File: src/rtl/obstacle_scheduler_if.sv
// Signal bundle between obstacle_scheduler and the game datapath
// (frame timing, game status in; obstacle mux select and status out).
`timescale 1ns/1ps

interface obstacle_scheduler_if;
    logic       vsync_in;
    logic       play_selected;
    logic       game_over;
    logic       obstacle_done;
    logic [3:0] select;
    logic       obstacle_active;
    logic       obstacle_start;
    logic [7:0] round_count;

    // master: the scheduler itself; slave: the surrounding game logic
    modport master (
        input  vsync_in, play_selected, game_over, obstacle_done,
        output select, obstacle_active, obstacle_start, round_count
    );
    modport slave (
        output vsync_in, play_selected, game_over, obstacle_done,
        input  select, obstacle_active, obstacle_start, round_count
    );
endinterface

File: src/rtl/obstacle_scheduler.sv
// Frame-based obstacle sequencer: drives the obstacle mux select through GAP/ACTIVE phases.
// Optional macro SCHED_RANDOM_EN selects a pseudo-random (non-repeating) obstacle order.
`timescale 1ns/1ps

module obstacle_scheduler #(
    parameter int NUM_OBSTACLES   = 2,
    parameter int OBSTACLE_FRAMES = 600,
    parameter int GAP_FRAMES      = 60,
    parameter int IDLE_SEL        = 0
) (
    input  logic                  pclk,
    input  logic                  rst,
    obstacle_scheduler_if.master  bus
);

    typedef enum logic [1:0] {IDLE, GAP, ACTIVE, STOPPED} state_t;

    // A zero frame count behaves as a single frame.
    localparam logic [15:0] GAP_LAST = (GAP_FRAMES      == 0) ? 16'd0 : 16'(GAP_FRAMES - 1);
    localparam logic [15:0] OBS_LAST = (OBSTACLE_FRAMES == 0) ? 16'd0 : 16'(OBSTACLE_FRAMES - 1);
    localparam logic [3:0]  LAST_IDX = 4'(NUM_OBSTACLES - 1);
    localparam logic [3:0]  IDLE_VAL = 4'(IDLE_SEL);

    state_t      state_q, state_d;
    logic [3:0]  index_q, index_d;
    logic [15:0] cnt_q, cnt_d;
    logic [7:0]  round_q, round_d;
    logic [3:0]  select_q, select_d;
    logic        active_q, active_d;
    logic        start_q, start_d;
    logic        vsync_prev_q;
    logic        tick;
    logic        advance;
    logic [3:0]  seq_next;

`ifdef SCHED_RANDOM_EN
    logic [7:0]  lfsr_q, lfsr_d;
    logic [3:0]  done_cnt_q, done_cnt_d;
    logic [4:0]  cand;
`endif

    assign tick     = bus.vsync_in & ~vsync_prev_q;
    assign seq_next = (index_q == LAST_IDX) ? 4'd0 : index_q + 4'd1;

    // NOTE: every signal gets a default before any branch, so no latch can be inferred.
    always_comb begin
        state_d = state_q;
        index_d = index_q;
        cnt_d   = cnt_q;
        round_d = round_q;
        advance = 1'b0;
`ifdef SCHED_RANDOM_EN
        lfsr_d     = {lfsr_q[6:0], lfsr_q[7] ^ lfsr_q[5] ^ lfsr_q[4] ^ lfsr_q[3]};
        done_cnt_d = done_cnt_q;
        cand       = {1'b0, lfsr_q[3:0]} % 5'(NUM_OBSTACLES);
`endif

        if (bus.game_over) begin
            state_d = STOPPED;
        end else begin
            unique case (state_q)
                IDLE: begin
                    if (bus.play_selected) begin
                        state_d = GAP;
                        cnt_d   = 16'd0;
                        index_d = 4'd0;
                        round_d = 8'd0;
`ifdef SCHED_RANDOM_EN
                        done_cnt_d = 4'd0;
`endif
                    end
                end
                GAP: begin
                    if (!bus.play_selected) begin
                        state_d = IDLE;
                    end else if (tick) begin
                        if (cnt_q == GAP_LAST) begin
                            state_d = ACTIVE;
                            cnt_d   = 16'd0;
                        end else begin
                            cnt_d = cnt_q + 16'd1;
                        end
                    end
                end
                ACTIVE: begin
                    if (!bus.play_selected) begin
                        state_d = IDLE;
                    end else if (bus.obstacle_done || (tick && cnt_q == OBS_LAST)) begin
                        state_d = GAP;
                        cnt_d   = 16'd0;
                        advance = 1'b1;
                    end else if (tick) begin
                        cnt_d = cnt_q + 16'd1;
                    end
                end
                STOPPED: begin
                    if (!bus.play_selected) state_d = IDLE;
                end
                default: state_d = IDLE;
            endcase
        end

        if (advance) begin
`ifdef SCHED_RANDOM_EN
            // Never repeat the same obstacle back-to-back.
            index_d = (NUM_OBSTACLES > 1 && cand[3:0] == index_q) ? seq_next : cand[3:0];
            if (done_cnt_q == LAST_IDX) begin
                done_cnt_d = 4'd0;
                if (round_q != 8'hFF) round_d = round_q + 8'd1;
            end else begin
                done_cnt_d = done_cnt_q + 4'd1;
            end
`else
            index_d = seq_next;
            if (index_q == LAST_IDX && round_q != 8'hFF) round_d = round_q + 8'd1;
`endif
        end

        // Outputs are registered from the next state so they line up with state_q.
        if (state_d == IDLE)         select_d = IDLE_VAL;
        else if (state_d == STOPPED) select_d = select_q;
        else                         select_d = index_d;
        active_d = (state_d == ACTIVE);
        start_d  = (state_q == GAP) && (state_d == ACTIVE);
    end

    // NOTE: sequential state uses non-blocking assignments so every flop samples pre-edge values.
    always_ff @(posedge pclk or posedge rst) begin
        if (rst) begin
            state_q      <= IDLE;
            index_q      <= 4'd0;
            cnt_q        <= 16'd0;
            round_q      <= 8'd0;
            select_q     <= IDLE_VAL;
            active_q     <= 1'b0;
            start_q      <= 1'b0;
            vsync_prev_q <= 1'b1;
        end else begin
            state_q      <= state_d;
            index_q      <= index_d;
            cnt_q        <= cnt_d;
            round_q      <= round_d;
            select_q     <= select_d;
            active_q     <= active_d;
            start_q      <= start_d;
            vsync_prev_q <= bus.vsync_in;
        end
    end

`ifdef SCHED_RANDOM_EN
    always_ff @(posedge pclk or posedge rst) begin
        if (rst) begin
            lfsr_q     <= 8'hA5;
            done_cnt_q <= 4'd0;
        end else begin
            lfsr_q     <= lfsr_d;
            done_cnt_q <= done_cnt_d;
        end
    end
`endif

    assign bus.select          = select_q;
    assign bus.obstacle_active = active_q;
    assign bus.obstacle_start  = start_q;
    assign bus.round_count     = round_q;

endmodule
File: src/flat_wrapper.sv
// flat-port wrapper written by rule: the top's interface ports become plain ports
module obstacle_scheduler_flat 
#(
    parameter int NUM_OBSTACLES   = 2,
    parameter int OBSTACLE_FRAMES = 600,
    parameter int GAP_FRAMES      = 60,
    parameter int IDLE_SEL        = 0
)
  (pclk, rst, bus_vsync_in, bus_play_selected, bus_game_over, bus_obstacle_done, bus_select, bus_obstacle_active, bus_obstacle_start, bus_round_count);
  obstacle_scheduler_if bus_i ();
  input  logic pclk;
  input  logic rst;
  input wire logic [$bits(bus_i.vsync_in)-1:0] bus_vsync_in;
  input wire logic [$bits(bus_i.play_selected)-1:0] bus_play_selected;
  input wire logic [$bits(bus_i.game_over)-1:0] bus_game_over;
  input wire logic [$bits(bus_i.obstacle_done)-1:0] bus_obstacle_done;
  output wire logic [$bits(bus_i.select)-1:0] bus_select;
  output wire logic [$bits(bus_i.obstacle_active)-1:0] bus_obstacle_active;
  output wire logic [$bits(bus_i.obstacle_start)-1:0] bus_obstacle_start;
  output wire logic [$bits(bus_i.round_count)-1:0] bus_round_count;
  assign bus_i.vsync_in = bus_vsync_in;
  assign bus_i.play_selected = bus_play_selected;
  assign bus_i.game_over = bus_game_over;
  assign bus_i.obstacle_done = bus_obstacle_done;
  assign bus_select = bus_i.select;
  assign bus_obstacle_active = bus_i.obstacle_active;
  assign bus_obstacle_start = bus_i.obstacle_start;
  assign bus_round_count = bus_i.round_count;
  obstacle_scheduler #(.NUM_OBSTACLES(NUM_OBSTACLES), .OBSTACLE_FRAMES(OBSTACLE_FRAMES), .GAP_FRAMES(GAP_FRAMES), .IDLE_SEL(IDLE_SEL)) u_core (.pclk(pclk), .rst(rst), .bus(bus_i));
endmodule
File: config.mk
export PLATFORM = sky130hd
export DESIGN_NAME = obstacle_scheduler_flat
export DESIGN_NICKNAME = d
export VERILOG_FILES = /design/src/rtl/obstacle_scheduler_if.sv /design/src/rtl/obstacle_scheduler.sv /design/src/flat_wrapper.sv
export SDC_FILE = /design/constraint.sdc
export NUM_CORES = 1
export LEC_CHECK = 0
export BUFFER_PORTS_ARGS = -buffer_cell sky130_fd_sc_hd__buf_4
export CORE_MARGIN = 4
export CORE_UTILIZATION = 40
export DETAILED_ROUTE_END_ITERATION = 10
export HOLD_SLACK_MARGIN = 0.12
export SLEW_MARGIN = 40
export SYNTH_ARGS = -nofsm -noshare
export SYNTH_HDL_FRONTEND = slang
export SYNTH_SLANG_ARGS = --single-unit
File: constraint.sdc
create_clock -name pclk -period 3 [get_ports pclk]
set_clock_uncertainty 0.2 [all_clocks]
set_input_delay 0.15 -clock pclk [delete_from_list [all_inputs] [get_ports pclk]]
set_output_delay 0.15 -clock pclk [all_outputs]
set_load 0.02 [all_outputs]
Word-level counts from Yosys, hierarchy flattened
Index checks and enable logic that the tools add are counted.

Bits in writable memories: 0. Bits in latches: 0. Memories: 0. Input port bits: 6. Memory bits (read-only): 0. Output and inout bits: 14. Register bits after elaboration: 37.

Bitwise logic cells: 3. Multiplexer cells: 33. Shift-type cells: 0. Reduce and logical (&&, ||, !) cells: 8. $mul: 0. $lt $le $gt $ge: 0. Eq/ne operators: 15. Add/subtract/negate cells: 3. Divide/modulo/power cells: 0.

Operator list (number): $mux W16 (7); $pmux W16 S3 (1); $mux W8 (5); $mux W4 (7); $add A16 B1 Y16 const B (1); $eq A16 B10 Y1 const B (1); $eq A16 B6 Y1 const B (1); $mux W2 (8); $add A8 B1 Y8 const B (1); $eq A2 B2 Y1 const B (4); $ne A8 B8 Y1 const B (1); $pmux W2 S4 (1); $reduce_and A7 Y1 (1); $ne A2 B2 Y1 const B (3); $add A4 B1 Y4 const B (1); $eq A4 B1 Y1 const B (1); $logic_not A2 Y1 (2); $mux W1 (4); $ne A2 B1 Y1 const B (2); $logic_and A1 B1 Y1 (3); $ne A3 B1 Y1 const B (1); $reduce_bool A3 Y1 (1); $eq A2 B1 Y1 const B (1); $not A1 Y1 (2); 2 further kinds (2).

Logic depth before layout (Yosys ltp)
Word-level depth: 11. Gate-level depth with buffers: 10. Gate-level depth less buffers: 9.

Worst setup path after synthesis
No wires, ideal clock.

Path kind: reg-to-reg. Start point: reg u_core.state_q[0]. End point: reg u_core.select_q[3] (netlist: u_core.bus.select[3]). Setup slack: 0.275 ns. Stages on the path, launching flop included: 9. Arrival time: 2.404 ns. Cell sequence: dfrtp_1 inv_1 ha_1 inv_1 or4_4 o21ai_1 mux2_2 a211o_1 a32o_1.

Longest elaborated chain between the ends: 7.

RTL lines: start: declaration (RTL line obstacle_scheduler.sv:24) `state_t state_q, state_d;`; start signal: assignment (RTL line obstacle_scheduler.sv:139) `state_q <= state_d;`; $mux W2 (RTL line obstacle_scheduler.sv:77) `if (cnt_q == GAP_LAST) begin`; $mux W2 (RTL line obstacle_scheduler.sv:76) `end else if (tick) begin`; $mux W2 (RTL line obstacle_scheduler.sv:74) `if (!bus.play_selected) begin`; $pmux W2 S4 (RTL line obstacle_scheduler.sv:61) `unique case (state_q)`; $mux W2 (RTL line obstacle_scheduler.sv:58) `if (bus.game_over) begin`; $eq A2 B2 Y1 / $logic_not A2 Y1 (equally long branches) (RTL line obstacle_scheduler.sv:121, obstacle_scheduler.sv:120); $ne A2 B1 Y1 (no line) / $mux W4 (equally long branches); end signal: assignment (RTL line obstacle_scheduler.sv:143) `select_q <= select_d;`; end: declaration (RTL line obstacle_scheduler.sv:28) `logic [3:0] select_q, select_d;`.

Several ways; a longest one is shown, not always the timed one. The select of a mux whose other input is x is not followed. A chain may end at the register's enable or synchronous reset.

Final worst setup path
Start point: reg u_core.cnt_q[0]. End point: reg u_core.select_q[3] (netlist: u_core.bus.select[3]).

Longest elaborated chain between the ends: 10.

RTL lines: start: declaration (RTL line obstacle_scheduler.sv:26) `logic [15:0] cnt_q, cnt_d;`; start signal: assignment (RTL line obstacle_scheduler.sv:141) `cnt_q <= cnt_d;`; parallel branches: the longest is 10 deep, another holds $eq A16 B10 Y1.

Parallel ways; which one is timed is not known. The select of a mux whose other input is x is not followed.

==> results.cfg <==
[placed_design]
post-dp-hpwl_um = 3390
placedCellCount = 333
io_buffer_count = 19
finalWeightedCongestion = 0.770
dp_slack_ns = 0.202

[logic_synthesis]
synthArstFlopShare_pct = 100
synth_cell_types = 54
synth.net_count = 256
synthesis.area_um2 = 2230
synth_ff_type = dfrtp_1
synth_area_per_cell_um2 = 9.19
synth-seq-cells = 37
yosys_warnings = 0
syn_inst = 243
synth-edff-count = 0
synth_seq_area_share_pct = 41.5

[finish]
instances_no_fill = 343
n_antenna_cell = 0
final_cell_mix = dfrtp_1 (36), buf_4 (25), nand2_1 (23), o21ai_0 (21), nor2_1 (17)
area_delta_synth_final_pct = 17.7
final_core_util_pct = 49.8
final_common_cell = dfrtp_1
layout-drive-gt1-share_pct = 18.3
nNetsFinal = 285

[sta]
fmax_mhz = 357
finalCritPeriodShare_pct = 93.5
rsz0062_at_grt = false
setup_slack_ns = 0.195
finalHoldViolations = 0
setup_viol = 0
setup_tns_ns = 0
tightest_slew_ns = 0.747
period_needed_ns = 2.80
slew_headroom_pct = 50.1
final_max_slew_viol_count = 0

[critical_path]
r2r_cells = 7
slowest_stage = or4_4
path_cells = ha_1 -> nand4b_1 -> or4_4 -> o21ai_1 -> mux2_2 -> a211o_1 -> a32o_1
crit_type = reg -> reg
path_max_fanout = 5
worst_path_largest_cell_delay_ns = 0.56
critPathLaunchType = flip-flop
critPathArrivalTime_ns = 2.79
required_ns = 2.98
crit_cells = 7
end_kind = flip-flop
crit_family = simple AND/OR/NAND/NOR gates
path_buf_inv = 0

[cts]
clock-sinks = 37
cts_tree = done
cts_buffer_depth = 2
cts-buffers-inserted = 5
cts.clk_slew.worst_paths_ns = 0.08
htreeDepth = 2
cts-root-buf = clkbuf_8
cts_resized = 0
worstSkewPairLatency_ns = 0.29

[detailed_routing]
dr.max_layer_used = met4
num_vias = 1862
met2_length_um = 2300
antenna_left = 0
dr_wl_met3_um = 147
first_iter_violations = 62
viasPerCell = 5.43
met1_length_um = 2290
drt_wl_total_um = 4780
drt_pre_antenna_iters = 4
wire_per_inst_um = 13.9
drc = 0

[floorplanning]
start_util_pct = 42.4
die_h_um = 82.7
core-area_um2 = 5270
dieArea_um2 = 6840
rows = 26
die_x_um = 82.7
io_pins = 20

[global_route]
grtUsageTotal_pct = 15.5
grt_max_degree = 38
grt_first_pass_wirelength_um = 8140
antenna_found_initial = 0
grt_pass1_vias = 1725
grt_overflow = 0

[min_path]
hp-class = in -> reg
hold_depth = 4

[power_and_ir_drop]
p_per_area_nw_per_um2 = 553
worst_ir_drop_vdd_mv = 0.240
power_leakage_nw = 1.18
total_power_w = 0.00145

[outcome]
status = finished clean

[job]
max_cap_violations = 0
[final cells by class]
cell class / count / area [µm²]
well taps: 70 / 87.6
flip-flops and latches: 37 / 927
clock buffers: 5 / 68.8
repair buffers: 27 / 208
clock inverters: 3 / 65.1
multi-input cells: 186 / 1210
fillers: 516 / 2640
inverters: 15 / 56.3
[final timing paths]
check / endpoint / start / slack, ns
worst max register to register: u_core.bus.select[3] / u_core.cnt_q[0] / 0.20
worst min-delay path: u_core.index_q[0] / bus_game_over / 0.16
min in group asynchronous: u_core.cnt_q[11] / rst / 0.33
max in group asynchronous: u_core.vsync_prev_q / rst / 1.93
worst min register to register: u_core.cnt_q[11] / u_core.cnt_q[11] / 0.32
worst max-delay path: u_core.bus.select[3] / u_core.cnt_q[0] / 0.20
[power breakdown]
group          internal (W)  total [W]  leakage, nW  switching [W]
combinational      0.000148   0.000358        0.611       0.000210
clock              0.000330   0.000511       0.0681       0.000181
sequential         0.000543   0.000584        0.501      0.0000403
[state kept, by name, indices dropped and copies added, names as in the netlist]
signal / cells
u_core.bus.obstacle_active: 1
u_core.bus.obstacle_start: 1
u_core.bus.round_count: 8
u_core.bus.select: 4
u_core.cnt_q: 16
u_core.index_q: 4
u_core.state_q: 2
u_core.vsync_prev_q: 1
[logic make-up (layout without fill, tap and decap cells)]
family	after synthesis	after routing	synth area share, %
flops	37	37	41.5
simple gates	97	97	23.5
compound gates	76	76	24.4
fa+ha+maj	7	7	3.92
buf+inv	20	50	4.09
mux	3	3	1.40
xor+xnor	3	3	1.18
[routing by layer]
metal	up-vias	global-route usage [%]
li1	945	-
met1	888	21.3
met2	24	24.1
met3	5	3.36
met4	0	5.39
met5	-	0
[worst min-delay path, delay by kind of cell]
family	cells	cell delay [ns]
simple gates	1	0.09
buf+inv	1	0.12
compound gates	2	0.24
[metrics by stage]
step / area [µm²] / hold WS (ns)
global placement: 2470 / 0.0697
floorplan: 2230 / -0.0455
finish: 2630 / 0.157
detailed placement: 2470 / 0.0713
CTS: 2630 / 0.151
global route: 2630 / 0.171
[synthesized netlist by cell type, types with 2 or more instances]
| cell | instances | area share (%) |
|---|---|---|
| a211oi_1 | 3 | 1.0 |
| a21o_1 | 10 | 3.4 |
| a21oi_1 | 10 | 2.2 |
| a22o_1 | 7 | 2.7 |
| a31o_2 | 2 | 0.78 |
| and2_1 | 2 | 0.56 |
| and3_1 | 9 | 2.5 |
| buf_6 | 2 | 1.0 |
| clkbuf_1 | 2 | 0.34 |
| dfrtp_1 | 36 | 40 |
| ha_1 | 7 | 3.9 |
| inv_1 | 14 | 2.4 |
| mux2i_1 | 2 | 0.90 |
| nand2_1 | 23 | 3.9 |
| nand2b_1 | 9 | 2.5 |
| nand3_1 | 11 | 2.5 |
| nand4_1 | 4 | 1.1 |
| nor2_1 | 17 | 2.9 |
| nor2b_1 | 3 | 0.84 |
| nor3_1 | 7 | 1.6 |
| nor4_2 | 2 | 1.1 |
| o21a_1 | 3 | 1.0 |
| o21ai_0 | 21 | 4.7 |
| o21ai_1 | 2 | 0.45 |
| o22ai_1 | 4 | 1.1 |
| or4_4 | 2 | 1.0 |
| xnor2_1 | 2 | 0.78 |
[timing repair]
item	CTS	global route
hold buffers	2	0
buffers inserted	0	0
endpoints found under the hold margin	38	0
(Power assumes the default switching activity.)
